===== config.mk =====
export PLATFORM = sky130hd
export DESIGN_NAME = dcache_controller
export DESIGN_NICKNAME = d
export VERILOG_FILES = /design/src/rtl/dcache_pkg.sv /design/src/rtl/dcache_sram.sv /design/src/rtl/dcache_controller.sv
export SDC_FILE = /design/constraint.sdc
export NUM_CORES = 2
export LEC_CHECK = 0
export BUFFER_PORTS_ARGS = -buffer_cell sky130_fd_sc_hd__buf_4
export CORE_ASPECT_RATIO = 1.1
export CORE_MARGIN = 3
export CORE_UTILIZATION = 55
export CTS_CLUSTER_SIZE = 14
export DETAILED_ROUTE_END_ITERATION = 10
export GPL_TIMING_DRIVEN = 0
export HOLD_SLACK_MARGIN = 0.02
export MAX_ROUTING_LAYER = met4
export PLACE_DENSITY_LB_ADDON = 0.12
export SETUP_SLACK_MARGIN = 0.5
export SLEW_MARGIN = 20
export SYNTH_ARGS = -nofsm -noshare
export SYNTH_HDL_FRONTEND = slang
export SYNTH_HIERARCHICAL = 1
export SYNTH_MEMORY_MAX_BITS = 65536
export SYNTH_SLANG_ARGS = --single-unit

===== constraint.sdc =====
create_clock -name clk_i -period 22.5 [get_ports clk_i]
set_clock_uncertainty 0.1 [all_clocks]
set_input_delay 1.125 -clock clk_i [delete_from_list [all_inputs] [get_ports clk_i]]
set_output_delay 1.125 -clock clk_i [all_outputs]
set_load 0.05 [all_outputs]

===== src/rtl/dcache_pkg.sv =====
// rtl/dcache_pkg.sv - shared geometry, FSM encoding and word-merge helper for the L1 data cache
package dcache_pkg;

    localparam int ADDR_W     = 32;
    localparam int NUM_LINES  = 16;
    localparam int LINE_BYTES = 32;
    localparam int LINE_W     = 8 * LINE_BYTES;
    localparam int IDX_W      = $clog2(NUM_LINES);
    localparam int OFFS_W     = $clog2(LINE_BYTES);
    localparam int TAG_W      = ADDR_W - IDX_W - OFFS_W;

    typedef enum logic [1:0] {
        IDLE      = 2'd0,
        WRITEBACK = 2'd1,
        FILL      = 2'd2,
        FILL_DONE = 2'd3
    } state_t;

    function automatic logic [LINE_W-1:0] merge_word(
        input logic [LINE_W-1:0] line,
        input logic [2:0]        sel,
        input logic [31:0]       word
    );
        logic [LINE_W-1:0] merged;
        merged = line;
        merged[{sel, 5'b0} +: 32] = word;
        return merged;
    endfunction

endpackage


===== src/rtl/dcache_sram.sv =====
// rtl/dcache_sram.sv - tag/valid/dirty/data arrays with async read and sync write
module dcache_sram import dcache_pkg::*; (
    input  logic              clk,
    input  logic              rst_n,
    input  logic [IDX_W-1:0]  rd_idx,
    output logic              rd_valid,
    output logic              rd_dirty,
    output logic [TAG_W-1:0]  rd_tag,
    output logic [LINE_W-1:0] rd_data,
    input  logic              we,
    input  logic [IDX_W-1:0]  wr_idx,
    input  logic [TAG_W-1:0]  wr_tag,
    input  logic [LINE_W-1:0] wr_data,
    input  logic              wr_dirty
);

    logic [NUM_LINES-1:0] valid;
    logic [NUM_LINES-1:0] dirty;
    logic [TAG_W-1:0]     tags  [NUM_LINES];
    logic [LINE_W-1:0]    lines [NUM_LINES];

    // Only the status bits are cleared; tag/data contents are don't-care while invalid.
    always_ff @(posedge clk or negedge rst_n) begin
        if (!rst_n) begin
            valid <= '0;
            dirty <= '0;
        end else if (we) begin
            valid[wr_idx] <= 1'b1;
            dirty[wr_idx] <= wr_dirty;
        end
    end

    always_ff @(posedge clk) begin
        if (we) begin
            tags[wr_idx]  <= wr_tag;
            lines[wr_idx] <= wr_data;
        end
    end

    assign rd_valid = valid[rd_idx];
    assign rd_dirty = dirty[rd_idx];
    assign rd_tag   = tags[rd_idx];
    assign rd_data  = lines[rd_idx];

endmodule


===== src/rtl/dcache_controller.sv =====
// rtl/dcache_controller.sv - direct-mapped write-back write-allocate L1 data cache controller
module dcache_controller import dcache_pkg::*; (
    input  logic              clk_i,
    input  logic              rst_i,
    input  logic [ADDR_W-1:0] cpu_addr_i,
    input  logic [31:0]       cpu_data_i,
    input  logic              cpu_MemRead_i,
    input  logic              cpu_MemWrite_i,
    output logic [31:0]       cpu_data_o,
    output logic              cpu_stall_o,
    input  logic [LINE_W-1:0] mem_data_i,
    input  logic              mem_ack_i,
    output logic [LINE_W-1:0] mem_data_o,
    output logic [ADDR_W-1:0] mem_addr_o,
    output logic              mem_enable_o,
    output logic              mem_write_o
);

    state_t            state, state_nxt;
    logic [LINE_W-1:0] fill_buf;

    logic [TAG_W-1:0]  req_tag;
    logic [IDX_W-1:0]  idx;
    logic [2:0]        word_sel;
    logic              req, hit;
    logic              line_valid, line_dirty;
    logic [TAG_W-1:0]  line_tag;
    logic [LINE_W-1:0] line_data;

    logic              we, wr_dirty;
    logic [LINE_W-1:0] wr_data;
    logic              unused_addr_bits;

    assign req_tag          = cpu_addr_i[ADDR_W-1 -: TAG_W];
    assign idx              = cpu_addr_i[OFFS_W +: IDX_W];
    assign word_sel         = cpu_addr_i[OFFS_W-1:2];
    assign unused_addr_bits = ^cpu_addr_i[1:0];

    assign req         = cpu_MemRead_i | cpu_MemWrite_i;
    assign hit         = req && line_valid && (line_tag == req_tag);
    assign cpu_stall_o = req && !hit;
    assign cpu_data_o  = (hit && cpu_MemRead_i) ? line_data[{word_sel, 5'b0} +: 32] : 32'd0;

    dcache_sram u_sram (
        .clk      (clk_i),
        .rst_n    (rst_i),
        .rd_idx   (idx),
        .rd_valid (line_valid),
        .rd_dirty (line_dirty),
        .rd_tag   (line_tag),
        .rd_data  (line_data),
        .we       (we),
        .wr_idx   (idx),
        .wr_tag   (req_tag),
        .wr_data  (wr_data),
        .wr_dirty (wr_dirty)
    );

    // A store that missed merges on the hit cycle after FILL_DONE, so the fill itself is clean.
    always_comb begin
        we       = 1'b0;
        wr_dirty = 1'b0;
        wr_data  = fill_buf;
        if (state == FILL_DONE) begin
            we = 1'b1;
        end else if (hit && cpu_MemWrite_i) begin
            we       = 1'b1;
            wr_dirty = 1'b1;
            wr_data  = merge_word(line_data, word_sel, cpu_data_i);
        end
    end

    always_ff @(posedge clk_i or negedge rst_i) begin
        if (!rst_i) begin
            state    <= IDLE;
            fill_buf <= '0;
        end else begin
            state <= state_nxt;
            if (state == FILL && mem_ack_i) begin
                fill_buf <= mem_data_i;
            end
        end
    end

    always_comb begin
        state_nxt    = state;
        mem_enable_o = 1'b0;
        mem_write_o  = 1'b0;
        mem_addr_o   = '0;
        mem_data_o   = '0;
        case (state)
            IDLE: begin
                if (req && !hit) begin
                    state_nxt = (line_valid && line_dirty) ? WRITEBACK : FILL;
                end
            end
            WRITEBACK: begin
                mem_enable_o = 1'b1;
                mem_write_o  = 1'b1;
                mem_addr_o   = {line_tag, idx, {OFFS_W{1'b0}}};
                mem_data_o   = line_data;
                if (mem_ack_i) begin
                    state_nxt = FILL;
                end
            end
            FILL: begin
                mem_enable_o = 1'b1;
                mem_addr_o   = {req_tag, idx, {OFFS_W{1'b0}}};
                if (mem_ack_i) begin
                    state_nxt = FILL_DONE;
                end
            end
            FILL_DONE: begin
                state_nxt = IDLE;
            end
            default: begin
                state_nxt = IDLE;
            end
        endcase
    end

endmodule

==> qor.csv <==
stage,metric,value,unit
die,Die Footprint,351400,um2
timing,RSZ-0062 raised after global routing,no,
cts,Clock H-tree levels,5,
power_and_ir_drop,Worst VDD drop,95.88,uV
timing,Worst-Margin Slew,1.300,ns
critical_path,Crit path required time,21.27,ns
cts,Max Root-Sink Buffers,4,
global_route,gr ovfl total,0,
global_route,antenna violations before repair,179,
synthesis,Synth area leaders,"edfxtp_1 (71%), mux4_2 (11%), dfrtp_1 (3.8%)",
synthesis,#FFs+latches synth,4754,
synthesis,count of cell types in the netlist,53,
synthesis,top cell type's share of synthesized area,70.79,%
route,final WL,695000,um
synthesis,Post-synth EDFFs,4464,
critical_path,Crit path top cell by count,buf_4,
critical_path,kind of critical path,input port to output port,
finish,layout cells sized above 1,31.48,%
critical_path,CP max stage cell,nor2_1,
cts,total CTS buffers,458,
die,Core Area,342000,um2
route,Initial DRT Pass Iterations,9,
timing,Max Clk Rate,102.3,MHz
power_and_ir_drop,power density of the placed cells,106.9,nW/um2
placed_design,post-DP HPWL,513100,um
critical_path,CP cell instances,"buf_4, buf_2, buf_2, nor2_1, buf_4, buf_1, a22oi_1, nand2_1, xor2_1, nor4_1, nor4bb_1, nand3_1, clkbuf_1, a21oi_1, buf_4",
die,io pins,648,
die,Die Wd,565.5,um
die,row count,225,
cts,CTS tree,yes,
placed_design,PortBufs,639,
synthesis,Cells after Synth,9482,
finish,filler instances,22790,
synthesis,Ys Warns,6,
finish,Layout area overhead,18.02,%
power_and_ir_drop,Static Leak,75.91,nW
placed_design,routability cong.,1.053,
power_and_ir_drop,PnR Total Power,23.89,mW
cts,clock sink count,4754,
critical_path,Worst Setup End Kind,output port,
worst_hold_path,Hold Crit Class,input port to flip-flop,
synthesis,cell with the most instances after synthesis,edfxtp_1,
route,via count,109400,
cts,# Post-CTS Setup Buffers,0,
route,Initial DRC Count,19590,
timing,setup violators final,0,
cts,clk root buf,clkbuf_16,
timing,setup TNS,0,ns
synthesis,post-synthesis cell area,189400,um2
finish,Multi-input gate area,45320,um2
global_route,gr usage total,40.77,%
timing,final max-slew violation count,0,
run_status,status,"finished, final reports clean",
route,WL/cell,43.12,um
synthesis,"top cells by count, synth","edfxtp_1 (4464), mux4_2 (953), a22oi_1 (700), nand2_1 (641), mux2_2 (556)",
critical_path,worst-path maximum fanout,13,
synthesis,leading area contributor after synthesis,edfxtp_1,
cts,Worst-Skew Late Latency,1.05,ns
timing,worst relative slew slack,13.32,%
die,Die Ht,621.4,um
finish,Total Nets Final,11300,
timing,endpoints failing hold,0,
route,vias per inst,6.785,
route,Residual DRC,0,
timing,crit path time final,9.771,ns
synthesis,post-synthesis async set-or-reset flop share,6.100,%
synthesis,syn avg cell area,19.97,um2
cts,"CTS clk-pin slew, worst paths",0.06,ns
critical_path,CP Data Arrival Time,8.55,ns
timing,period utilization,43.43,%
route,Routed Antenna Nets,0,
critical_path,Critical Path Start Type,input port,
die,Initial Util,55.36,%
synthesis,top_reg_cell synth,edfxtp_1,
critical_path,crit-path max cell delay,0.99,ns
run,Max-Cap Viols,0,
global_route,pin count of the biggest net entering global routing,87,
global_route,first-pass GRT wire length,924000,um
finish,register area,141300,um2
global_route,vias in the first global route,104000,
synthesis,register area share after synthesis,74.62,%
## area by class of cell
type / instances / area share, %
Timing Repair Buffer: 1019 / 5.602
Tap cell: 4540 / 2.542
Inverter: 10 / 0.01679
Clock buffer: 573 / 5.429
Sequential cell: 4754 / 63.23
Clock inverter: 282 / 1.358
Antenna cell: 218 / 0.2441
Multi-Input combinational cell: 4134 / 20.28
Buffer: 588 / 1.306
## where the power goes
| part | leakage [nW] | internal, mW | total [mW] | switching, mW |
|---|---|---|---|---|
| combinational | 24.8 | 1.21 | 4.28 | 3.07 |
| clock | 7.38 | 4.43 | 7.80 | 3.37 |
| sequential | 43.8 | 11.4 | 11.8 | 0.399 |
| total | 75.9 | 17.0 | 23.9 | 6.84 |
## stage by stage
| stage | util, % | setup WS (ns) | hold WS (ns) | instances | cell area, um2 |
|---|---|---|---|---|---|
| 3_3_place_gp | 58.44 | -15.83 | 0.3455 | 14670 | 199900 |
| 2_1_floorplan | - | 4.658 | 0.3337 | 9486 | 189400 |
| 4_1_cts | 65.18 | 13.01 | 0.1795 | 15900 | 222900 |
| 6_report | 65.34 | 12.73 | 0.2087 | 16120 | 223500 |
| 3_5_place_dp | 60.74 | 12.70 | 0.3537 | 15040 | 207800 |
| 5_1_grt | 65.29 | 12.95 | 0.2032 | 16050 | 223300 |
## path summary, 6_finish.rpt
check                                             start                        endpoint  slack, ns  depth (start not counted)
setup / recovery                          cpu_addr_i[7]                   cpu_data_o[7]      12.73                         15
hold / removal                          mem_data_i[152]       fill_buf[152]$_DFFE_PN0P_       0.21                          2
setup reg to reg           u_sram/tags[5][16]$_DFFE_PP_  u_sram/lines[8][137]$_DFFE_PP_      16.18                         19
hold reg to reg             u_sram/valid[2]$_DFFE_PN0P_     u_sram/valid[2]$_DFFE_PN0P_       0.37                          1
max in group asynchronous                         rst_i       fill_buf[252]$_DFFE_PN0P_      20.35                          4
min in group asynchronous                         rst_i       fill_buf[115]$_DFFE_PN0P_       0.56                          2
## layout by cell type, fill, tap and decap left out, types with 83 or more instances in the layout
master,count
buf_2,181
and2_1,264
clkbuf_1,349
edfxtp_1,4464
mux2i_1,469
mux2_2,556
diode_2,218
clkinv_2,83
buf_4,750
clkinv_1,97
nand2_1,641
dfrtp_1,290
nand3_1,125
o21ai_0,161
clkbuf_16,459
buf_16,116
mux4_2,953
buf_8,101
a22oi_1,700
buf_12,139
## logic make-up (layout without fill, tap and decap cells)
family	Yosys count	after routing	synth area share, %
other cells	1	223	0.001980
fa+ha+maj	11	11	0.07268
mux	2014	2014	17.40
compound gates	941	941	3.437
xor+xnor	23	23	0.1064
buf+inv	598	2472	1.542
simple gates	1140	1140	2.818
flops	4754	4754	74.62
## sequential cells by signal (all words and copies together), names as in the netlist
register / count
u_sram/lines: 4096
u_sram/tags: 368
fill_buf: 256
u_sram/dirty: 16
u_sram/valid: 16
state: 2
## per-layer routing
metal | vias up | routed length (um) | GRT usage, % | share of wire [%]
met3 | 1720 | 91660 | 13.20 | 13
li1 | 42080 | - | - | -
met2 | 8486 | 312500 | 56.92 | 45
met1 | 57070 | 235500 | 51.02 | 34
met5 | - | 0 | - | 0
met4 | 0 | 55370 | 27.51 | 8.0
## worst max-delay path, delay by kind of cell
family                 cells  cell delay [ns]
AO/OA/AOI/OAI              2             1.20
buffers and inverters      7             3.29
AND/OR/NAND/NOR            5             2.75
XOR/XNOR                   1             0.10
## repair_timing
action | CTS | global route
endpoints found under the hold margin | 49 | 0
resized for setup | 0 | 0
endpoints found under the setup margin | 0 | 0
hold buffers | 1 | 0
(Power assumes the default switching activity.)
